### src/rtl/la_enc_pkg.sv
// Shared format codes, opcode prefixes and minor-op constants for the LA32R encoder.
package la_enc_pkg;

    // Code 7 carries the 26-bit jumps (b/bl).
    typedef enum logic [2:0] {
        F_3R   = 3'd0,
        F_SHI  = 3'd1,
        F_RI12 = 3'd2,
        F_MEM  = 3'd3,
        F_RI20 = 3'd4,
        F_BR   = 3'd5,
        F_JIRL = 3'd6,
        F_J26  = 3'd7
    } fmt_e;

    localparam logic [11:0] OP_3R        = 12'h001;
    localparam logic [11:0] OP_SHI       = 12'h004;
    localparam logic [6:0]  OP_RI12      = 7'b0000001;
    localparam logic [6:0]  OP_LU12I     = 7'b0001010;
    localparam logic [6:0]  OP_PCADDU12I = 7'b0001110;
    localparam logic [5:0]  OP_MEM       = 6'b001010;
    localparam logic [5:0]  OP_BEQ       = 6'b010110;
    localparam logic [5:0]  OP_JIRL      = 6'b010011;
    localparam logic [5:0]  OP_B         = 6'b010100;
    localparam logic [5:0]  OP_BL        = 6'b010101;

    localparam logic [4:0] M_ADD  = 5'b00000, M_SUB = 5'b00010, M_SLT = 5'b00100;
    localparam logic [4:0] M_SLTU = 5'b00101, M_NOR = 5'b01000, M_AND = 5'b01001;
    localparam logic [4:0] M_OR   = 5'b01010, M_XOR = 5'b01011, M_SLL = 5'b01110;
    localparam logic [4:0] M_SRL  = 5'b01111, M_SRA = 5'b10000;

    localparam logic [1:0] M_SLLI = 2'b00, M_SRLI = 2'b01, M_SRAI = 2'b10;

    localparam logic [2:0] M_SLTI = 3'b000, M_SLTUI = 3'b001, M_ADDI = 3'b010;
    localparam logic [2:0] M_ANDI = 3'b101, M_ORI   = 3'b110, M_XORI = 3'b111;

    localparam logic [3:0] M_LDB  = 4'b0000, M_LDH  = 4'b0001, M_LDW = 4'b0010;
    localparam logic [3:0] M_STB  = 4'b0100, M_STH  = 4'b0101, M_STW = 4'b0110;
    localparam logic [3:0] M_LDBU = 4'b1000, M_LDHU = 4'b1001;

    localparam logic [2:0] M_BGEU = 3'd5;

endpackage

### src/rtl/la_enc_fifo.sv
// Output word FIFO: power-of-two depth, wrapping pointers, flush clears occupancy.
module la_enc_fifo #(
    parameter int DEPTH  = 4,
    parameter int DATA_W = 32
) (
    input  logic              clk,
    input  logic              rst,
    input  logic              flush,
    input  logic              push,
    input  logic [DATA_W-1:0] din,
    input  logic              pop,
    output logic [DATA_W-1:0] dout,
    output logic              full,
    output logic              empty
);

    localparam int AW = $clog2(DEPTH);

    logic [DATA_W-1:0] mem [DEPTH];
    logic [AW-1:0]     wr_ptr;
    logic [AW-1:0]     rd_ptr;
    logic [AW:0]       count;
    logic              do_push;
    logic              do_pop;

    assign full    = (count == (AW+1)'(DEPTH));
    assign empty   = (count == '0);
    assign do_push = push & ~full;
    assign do_pop  = pop & ~empty;
    // An empty FIFO presents zero rather than stale storage.
    assign dout    = empty ? '0 : mem[rd_ptr];

    always_ff @(posedge clk) begin
        if (rst || flush) begin
            wr_ptr <= '0;
            rd_ptr <= '0;
            count  <= '0;
        end else begin
            if (do_push) wr_ptr <= wr_ptr + 1'b1;
            if (do_pop)  rd_ptr <= rd_ptr + 1'b1;
            case ({do_push, do_pop})
                2'b10:   count <= count + 1'b1;
                2'b01:   count <= count - 1'b1;
                default: count <= count;
            endcase
        end
    end

    always_ff @(posedge clk) begin
        if (do_push) mem[wr_ptr] <= din;
    end

endmodule

### src/rtl/la_instr_encoder.sv
// Field-level request -> LA32R instruction word encoder with output FIFO.
// Optional build macro IMM_RANGE_CHECK_EN rejects immediates that overflow their field.
module la_instr_encoder
    import la_enc_pkg::*;
#(
    parameter int DEPTH = 4,
    parameter int CNT_W = 16
) (
    input  logic             clk,
    input  logic             rst,
    input  logic             flush,
    input  logic             req_valid,
    output logic             req_ready,
    input  logic [2:0]       req_fmt,
    input  logic [4:0]       req_minor,
    input  logic [4:0]       req_rd,
    input  logic [4:0]       req_rj,
    input  logic [4:0]       req_rk,
    input  logic [31:0]      req_imm,
    output logic             ins_valid,
    input  logic             ins_ready,
    output logic [31:0]      ins_word,
    output logic             err,
    output logic [CNT_W-1:0] enc_cnt,
    output logic [CNT_W-1:0] err_cnt
);

    logic        rst_q;
    logic        full;
    logic        empty;
    logic        accept;
    logic        push;
    logic        op_ok;
    logic        imm_ok;
    logic        legal;
    logic [31:0] word;
    logic [25:0] offs;
    logic        aligned;

    assign offs    = req_imm[27:2];
    assign aligned = (req_imm[1:0] == 2'b00);

    always_comb begin
        word  = '0;
        op_ok = 1'b0;
        case (fmt_e'(req_fmt))
            F_3R: begin
                word  = {OP_3R, req_minor, req_rk, req_rj, req_rd};
                op_ok = req_minor inside {M_ADD, M_SUB, M_SLT, M_SLTU, M_NOR, M_AND,
                                          M_OR, M_XOR, M_SLL, M_SRL, M_SRA};
            end
            F_SHI: begin
                word  = {OP_SHI, req_minor[1:0], 3'b001, req_imm[4:0], req_rj, req_rd};
                op_ok = req_minor[1:0] inside {M_SLLI, M_SRLI, M_SRAI};
            end
            F_RI12: begin
                word  = {OP_RI12, req_minor[2:0], req_imm[11:0], req_rj, req_rd};
                op_ok = req_minor[2:0] inside {M_SLTI, M_SLTUI, M_ADDI, M_ANDI, M_ORI, M_XORI};
            end
            F_MEM: begin
                word  = {OP_MEM, req_minor[3:0], req_imm[11:0], req_rj, req_rd};
                op_ok = req_minor[3:0] inside {M_LDB, M_LDH, M_LDW, M_STB, M_STH, M_STW,
                                               M_LDBU, M_LDHU};
            end
            F_RI20: begin
                word  = {req_minor[0] ? OP_PCADDU12I : OP_LU12I, req_imm[19:0], req_rd};
                op_ok = 1'b1;
            end
            F_BR: begin
                word  = {OP_BEQ + {3'b000, req_minor[2:0]}, offs[15:0], req_rj, req_rd};
                op_ok = (req_minor[2:0] <= M_BGEU) & aligned;
            end
            F_JIRL: begin
                word  = {OP_JIRL, offs[15:0], req_rj, req_rd};
                op_ok = aligned;
            end
            F_J26: begin
                word  = {req_minor[0] ? OP_BL : OP_B, offs[15:0], offs[25:16]};
                op_ok = aligned;
            end
            default: begin
                word  = '0;
                op_ok = 1'b0;
            end
        endcase
    end

`ifdef IMM_RANGE_CHECK_EN
    always_comb begin
        imm_ok = 1'b1;
        case (fmt_e'(req_fmt))
            F_SHI:  imm_ok = (req_imm <= 32'd31);
            F_RI12: imm_ok = (req_minor[2:0] inside {M_ANDI, M_ORI, M_XORI})
                             ? (req_imm <= 32'd4095)
                             : ($signed(req_imm) >= -32'sd2048) && ($signed(req_imm) <= 32'sd2047);
            F_MEM:  imm_ok = ($signed(req_imm) >= -32'sd2048) && ($signed(req_imm) <= 32'sd2047);
            F_RI20: imm_ok = (req_imm[31:20] == 12'h000);
            F_BR, F_JIRL:
                    imm_ok = ($signed(req_imm) >= -32'sd131072) && ($signed(req_imm) <= 32'sd131071);
            F_J26:  imm_ok = ($signed(req_imm) >= -32'sd134217728) && ($signed(req_imm) <= 32'sd134217727);
            default: imm_ok = 1'b1;
        endcase
    end
`else
    logic unused_imm_hi;
    assign unused_imm_hi = ^req_imm[31:28];
    assign imm_ok        = 1'b1;
`endif

    assign legal     = op_ok & imm_ok;
    assign req_ready = ~full & ~flush & ~rst_q;
    assign accept    = req_valid & req_ready;
    assign push      = accept & legal;
    assign ins_valid = ~empty;

    // Control state: reset-qualified ready, error pulse and statistics.
    always_ff @(posedge clk) begin
        rst_q <= rst;
        if (rst) begin
            err     <= 1'b0;
            enc_cnt <= '0;
            err_cnt <= '0;
        end else begin
            err <= accept & ~legal;
            if (push) enc_cnt <= enc_cnt + 1'b1;
            if (accept && !legal && err_cnt != '1) err_cnt <= err_cnt + 1'b1;
        end
    end

    la_enc_fifo #(
        .DEPTH  (DEPTH),
        .DATA_W (32)
    ) u_fifo (
        .clk   (clk),
        .rst   (rst),
        .flush (flush),
        .push  (push),
        .din   (word),
        .pop   (ins_ready),
        .dout  (ins_word),
        .full  (full),
        .empty (empty)
    );

endmodule

### config.mk
export PLATFORM = sky130hd
export DESIGN_NAME = la_instr_encoder
export DESIGN_NICKNAME = d
export VERILOG_FILES = /design/src/rtl/la_enc_pkg.sv /design/src/rtl/la_enc_fifo.sv /design/src/rtl/la_instr_encoder.sv
export SDC_FILE = /design/constraint.sdc
export NUM_CORES = 1
export LEC_CHECK = 0
export CORE_AREA = 2 2 180 182
export DETAILED_ROUTE_END_ITERATION = 8
export DIE_AREA = 0 0 182 184
export PLACE_DENSITY = 0.45
export SETUP_SLACK_MARGIN = 0.05
export SYNTH_ARGS = -nofsm -noshare
export SYNTH_HDL_FRONTEND = slang
export SYNTH_HIERARCHICAL = 1
export SYNTH_SLANG_ARGS = --single-unit
### constraint.sdc
create_clock -name clk -period 3.52 [get_ports clk]
set_input_delay 0.704 -clock clk [delete_from_list [all_inputs] [get_ports clk]]
set_output_delay 0.704 -clock clk [all_outputs]
set_load 0.01 [all_outputs]
==> results.sh, run 1 <==
export IMPL_grt_pass1_wl_microns=31600
export IMPL_synth_flop_cell="edfxtp_1"
export IMPL_fp_dieH_microns=184
export IMPL_async_flop_share_pct=0
export IMPL_place_ws_ns=-0.157
export IMPL_antenna_found_initial=0
export IMPL_ys_types=61
export IMPL_avgSynthCellArea_sq_um=13.5
export IMPL_hold_slack_ns=0.492
export IMPL_required_ns=3.87
export IMPL_p_total_uw=4360
export IMPL_stdcell_area_sq_um=10200
export IMPL_p_per_area_nw_per_um2=425
export IMPL_synth_seq_area_share_pct=60.5
export IMPL_cts_tree="done"
export IMPL_fin_crit_ns=3.25
export IMPL_cts_sinks=171
export IMPL_yosysWarningCount=6
export IMPL_drt_first_pass_iters=5
export IMPL_area_delta_synth_final_pct=31.8
export IMPL_cts_max_level=4
export IMPL_cap_viol_max_count=0
export IMPL_cp_max_fo=3
export IMPL_clk_latency_ns=0.43
export IMPL_drt_wl_total_microns=20500
export IMPL_num_io_pins=127
export IMPL_core_sq_um=31400
export IMPL_status="finished, final reports clean"
export IMPL_dp_cells=1103
export IMPL_cpLargestDelayFamily="simple AND/OR/NAND/NOR gates"
export IMPL_wl_per_cell_microns=18.1
export IMPL_drive_above_1_share_pct=16.2
export IMPL_grt_max_degree=38
export IMPL_fillerInstances=3115
export IMPL_gr_total_overflow=0
export IMPL_fmax_mhz=308
export IMPL_crit_buf_inv=4
export IMPL_min_delay_path_class="register to register"
export IMPL_startpoint_type="primary input"
export IMPL_crit_type="primary input to register"
export IMPL_clkTransAtPathRegs_ns=0.07
export IMPL_hold_viol_final=0
export IMPL_leakage_uw=0.00324
export IMPL_stdcell_count=1135
export IMPL_cts_root_buf="clkbuf_16"
export IMPL_ctsResizeCount=0
export IMPL_viasPerCell=4.73
export IMPL_mostFrequentLayoutCell="edfxtp_1"
export IMPL_dieArea_sq_um=33500
export IMPL_cts_hold_buf=0
export IMPL_syn_area_sq_um=7780
export IMPL_fp_dieW_microns=182
export IMPL_cts_buffer_depth=2
export IMPL_drcViolationCount=0
export IMPL_path_cells="clkdlybuf4s50_1 -> ha_1 -> nand2b_1 -> a31oi_1 -> o31a_4 -> or3_4 -> clkinv_2 -> and2_4 -> inv_1 -> ha_1 -> inv_1 -> fa_1 -> xor2_1 -> or3_1 -> a21oi_1"
export IMPL_relSlewSlack_pct=60.7
export IMPL_peakVddDrop_uv=280
export IMPL_drtIter0Drc=280
export IMPL_worst_slew_pin_slew_ns=0.585
export IMPL_ys_ff_latch=171
export IMPL_placed_area_sq_um=9670
export IMPL_rows=65
export IMPL_worstPathArrival_ns=3.60
export IMPL_initial_core_util_pct=24.8
export IMPL_slew_violations=0
export IMPL_cts_setup_buffers=0
export IMPL_dp_hpwl_microns=13700
export IMPL_finalSetupViolations=0
export IMPL_vias=5366
export IMPL_numPortBuffers=122
export IMPL_finClkSkew_ns=0.0157
export IMPL_grt_pass1_vias=5477
export IMPL_rsz0062_at_grt="no"
export IMPL_synth_edf_count=128
export IMPL_end_kind="register"
export IMPL_syn_inst=576
export IMPL_fin_ws_ns=0.270
export IMPL_routabilityCongestion=0.778
export IMPL_cts_made_buffers=17
export IMPL_slowest_delay_ns=0.53
export IMPL_layout_common_cells="128 x edfxtp_1, 122 x clkdlybuf4s50_1, 42 x dfxtp_1, 39 x nor2_1, 37 x mux4_2"
export IMPL_post_route_period_util_pct=92.3
export IMPL_nNetsFinal=790
export IMPL_crit_slowest_cell="clkdlybuf4s50_1"
export IMPL_gr_usage_all_layers_pct=12.4
export IMPL_ant_nets=0
export IMPL_num_antenna_cells=0
cell type report:
type	count	area (sq um)	share of cell area, %
multi-input cells	359	2860	27.9
inverters	17	65.1	0.635
repair buffers	154	1540	15.0
clock buffers	18	429	4.19
flip-flops and latches	171	4710	45.9
well taps	402	503	4.91
clock inverters	14	154	1.50
power breakdown:
group | switching [uW] | leakage (uW) | internal [uW] | total (uW)
registers | 4.85 | 0.00150 | 2190 | 2200
logic | 169 | 0.00147 | 147 | 315
clock network | 893 | 0.000275 | 949 | 1840
total | 1070 | 0.00324 | 3290 | 4360
registers in the layout (all words and copies together) (netlist names), named ones only:
signal	flops
enc_cnt	16
err	1
err_cnt	16
rst_q	1
u_fifo/count	3
u_fifo/mem	128
u_fifo/rd_ptr	2
u_fifo/wr_ptr	2
worst min-delay path: stages, from the launching register on:
cell and delay [ns]:
dfxtp_1 0.31, o21ai_0 0.07, a21oi_1 0.07
Yosys cell counts, types with 2 or more instances:
library cell / number / area, sq um
nand3_1: 14 / 70.1
nor3_1: 4 / 20.0
nor3_2: 2 / 20.0
xnor2_1: 14 / 123
or4_1: 4 / 30.0
nand4_1: 8 / 50.1
nor2b_1: 36 / 225
or3_1: 10 / 62.6
a22oi_1: 3 / 22.5
o21ai_0: 21 / 105
buf_4: 2 / 15.0
a31oi_1: 5 / 31.3
nor2_1: 39 / 146
and3_1: 8 / 50.1
a221oi_1: 2 / 17.5
buf_1: 3 / 11.3
buf_2: 5 / 25.0
nor4_1: 14 / 87.6
nand2_1: 29 / 109
dfxtp_1: 43 / 861
clkbuf_1: 17 / 63.8
nand2b_1: 3 / 18.8
mux2i_1: 6 / 60.1
buf_6: 5 / 56.3
xor2_1: 4 / 35.0
o22ai_1: 9 / 56.3
mux2_2: 5 / 56.3
and4_1: 4 / 35.0
edfxtp_1: 128 / 3840
ha_1: 9 / 113
mux4_2: 37 / 833
a22o_1: 2 / 17.5
a21oi_1: 36 / 180
inv_1: 15 / 56.3
o31ai_1: 4 / 30.0
per-layer routing:
metal / part of all wire, % / GRT usage [%] / vias up
li1: - / - / 2493
met1: 47 / 16.7 / 2706
met2: 47 / 20.4 / 162
met3: 5.5 / 3.13 / 5
met4: 0.41 / 2.52 / 0
met5: 0 / 0 / -
through the flow:
step | utilization [%] | TNS [ns]
finish | 32.6 | 0
CTS | 32.6 | 0
global route | 32.6 | 0
floorplan | - | 0
global placement | 30.8 | -0.110
detailed placement | 30.8 | -0.274
final timing paths:
kind,to,slack [ns],cells after the start,start
worst min-delay path,register,0.49,2,u_fifo/rd_ptr[1]
worst min register to register,register,0.49,2,u_fifo/rd_ptr[1]
worst max-delay path,u_fifo/count[2],0.27,15,req_minor[1]
worst max register to register,u_fifo/count[2],0.59,14,u_fifo/count[0]
logic make-up (layout without fill, tap and decap cells):
| family | after synthesis | in the layout | share of synthesized area, % |
|---|---|---|---|
| AOI/OAI and AO/OA | 93 | 93 | 7.37 |
| and+or+nand+nor | 185 | 185 | 13.0 |
| adders and majority gates | 10 | 10 | 1.71 |
| xor gates and xnor gates | 18 | 18 | 2.03 |
| muxes | 49 | 49 | 12.4 |
| buffers and inverters | 49 | 203 | 3.04 |
| DFF | 171 | 171 | 60.5 |
| other | 1 | 4 | 0.0482 |
No activity file was read; power rests on OpenSTA's default activity.
==> run 2, diff against run 1 <==
--- a/config.mk
+++ b/config.mk
@@ -5,10 +5,11 @@
 export SDC_FILE = /design/constraint.sdc
 export NUM_CORES = 1
 export LEC_CHECK = 0
-export CORE_AREA = 2 2 180 182
+export CAP_MARGIN = 20
+export CORE_AREA = 2 2 124 126
 export DETAILED_ROUTE_END_ITERATION = 8
-export DIE_AREA = 0 0 182 184
-export PLACE_DENSITY = 0.45
+export DIE_AREA = 0 0 126 128
+export PLACE_DENSITY = 0.81
 export SETUP_SLACK_MARGIN = 0.05
 export SYNTH_ARGS = -nofsm -noshare
 export SYNTH_HDL_FRONTEND = slang
==> run 2 against run 1 <==
Net effect: sequential share of layout area grew 1.4 points; first-iteration DRC count grew 110%; critical path type unchanged; clock skew shrank 0.0025 ns; wire length shrank 11%; cell count shrank 19%; register-to-register slack gained 0.08 ns; design area shrank 3.1%; critical path depth is the same; die area shrank 52%.
==> results.sh, run 2 (synthesis gave the netlist of run 1 again) <==
export IMPL_regMostFlops="u_fifo/mem"
export IMPL_fmax_mhz=299
export IMPL_fp_dieW_microns=126
export IMPL_largest_register_ffs=128
export IMPL_worst_slew_pin_slew_ns=0.614
export IMPL_gr_usage_all_layers_pct=22.9
export IMPL_layout_common_cells="128 x edfxtp_1, 122 x clkdlybuf4s50_1, 42 x dfxtp_1, 39 x nor2_1, 37 x mux4_2"
export IMPL_end_kind="register"
export IMPL_core_sq_um=14900
export IMPL_min_delay_path_class="register to register"
export IMPL_drtIter0Drc=593
export IMPL_final_core_util_pct=66.8
export IMPL_ant_nets=0
export IMPL_hold_viol_final=0
export IMPL_drcViolationCount=0
export IMPL_peakVddDrop_uv=341
export IMPL_cts_sinks=171
export IMPL_numPortBuffers=122
export IMPL_slew_violations=0
export IMPL_vias=5488
export IMPL_routabilityCongestion=0.897
export IMPL_required_ns=3.88
export IMPL_grt_max_degree=37
export IMPL_viasPerCell=5.98
export IMPL_cts_tree="done"
export IMPL_mostFrequentLayoutCell="edfxtp_1"
export IMPL_reg_largest_list="u_fifo/mem (128), enc_cnt (16), err_cnt (16)"
export IMPL_post_route_period_util_pct=94.9
export IMPL_cts_setup_buffers=0
export IMPL_cts_hold_buf=0
export IMPL_drt_first_pass_iters=5
export IMPL_leakage_uw=0.00323
export IMPL_gr_total_overflow=0
export IMPL_drt_wl_total_microns=18200
export IMPL_stdcell_count=917
export IMPL_status="finished, final reports clean"
export IMPL_crit_type="primary input to register"
export IMPL_dp_hpwl_microns=12000
export IMPL_cts_buffer_depth=2
export IMPL_clkTransAtPathRegs_ns=0.06
export IMPL_place_ws_ns=-0.170
export IMPL_grt_pass1_vias=5493
export IMPL_worstPathArrival_ns=3.70
export IMPL_startpoint_type="primary input"
export IMPL_clk_latency_ns=0.44
export IMPL_p_per_area_nw_per_um2=437
export IMPL_cts_max_level=4
export IMPL_fin_ws_ns=0.179
export IMPL_dp_cells=885
export IMPL_num_antenna_cells=0
export IMPL_fp_dieH_microns=128
export IMPL_cts_root_buf="clkbuf_16"
export IMPL_dieArea_sq_um=16100
export IMPL_nNetsFinal=786
export IMPL_initial_core_util_pct=52.3
export IMPL_ctsResizeCount=0
export IMPL_finalSetupViolations=0
export IMPL_relSlewSlack_pct=58.9
export IMPL_area_delta_synth_final_pct=27.7
export IMPL_grt_pass1_wl_microns=28500
export IMPL_fillerInstances=1036
export IMPL_cts_made_buffers=17
export IMPL_fin_crit_ns=3.34
export IMPL_drive_above_1_share_pct=15.8
export IMPL_num_io_pins=127
export IMPL_finClkSkew_ns=0.0131
export IMPL_rsz0062_at_grt="no"
export IMPL_cp_max_fo=3
export IMPL_rows=45
export IMPL_wl_per_cell_microns=19.9
export IMPL_tns_ns=0
export IMPL_antenna_found_initial=0
export IMPL_cap_viol_max_count=0
run 2: layer usage:
metal  up-vias  part of all wire, %  GRT usage (%)
met4         0                  1.7           8.27
met1      2687                   41           28.7
met3        31                  8.3           5.93
met2       286                   49           38.7
met5         -                    0              0
li1       2484                    -              -
run 2: path summary, 6_finish.rpt:
check / slack (ns) / from / to / depth (start not counted)
max: 0.18 / req_minor[2] / u_fifo/count[1] / 15
min: 0.51 / u_fifo/rd_ptr[0] / register / 2
min reg2reg: 0.51 / u_fifo/rd_ptr[0] / register / 2
max reg2reg: 0.67 / u_fifo/count[0] / u_fifo/count[1] / 14
run 2: power breakdown:
part	total, uW	switching (uW)	internal [uW]
clock	1830	831	1000
combinational	312	167	145
sequential	2200	5.55	2190
total	4350	1000	3340
run 2: critical path, cell delays in order:
cell             delay, ns
clkdlybuf4s50_1       0.53
ha_1                  0.23
nand2b_1              0.16
a31oi_1               0.14
o31a_4                0.33
or3_4                 0.38
clkinv_2              0.05
and2_4                0.13
inv_1                 0.04
ha_1                  0.20
inv_1                 0.07
fa_1                  0.42
nor2_1                0.13
a21oi_1               0.06
nor2_1                0.12
run 2: area by class of cell:
class | instances | area, sq um | area share (%)
flip-flops and latches | 171 | 4710 | 47.4
multi-input cells | 359 | 2860 | 28.7
repair buffers | 150 | 1490 | 15.0
clock buffers | 17 | 425 | 4.28
well taps | 188 | 235 | 2.37
clock inverters | 15 | 155 | 1.56
inverters | 17 | 65.1 | 0.655
run 2: per-stage QoR:
| stage | power, uW | hold WS [ns] | area (sq um) |
|---|---|---|---|
| CTS | 4380 | 0.507 | 9940 |
| detailed placement | 2550 | 0.496 | 9360 |
| global route | 4480 | 0.545 | 9940 |
| finish | 4350 | 0.505 | 9940 |
| global placement | 2530 | 0.469 | 9360 |
| floorplan | 2400 | 0.459 | 7790 |
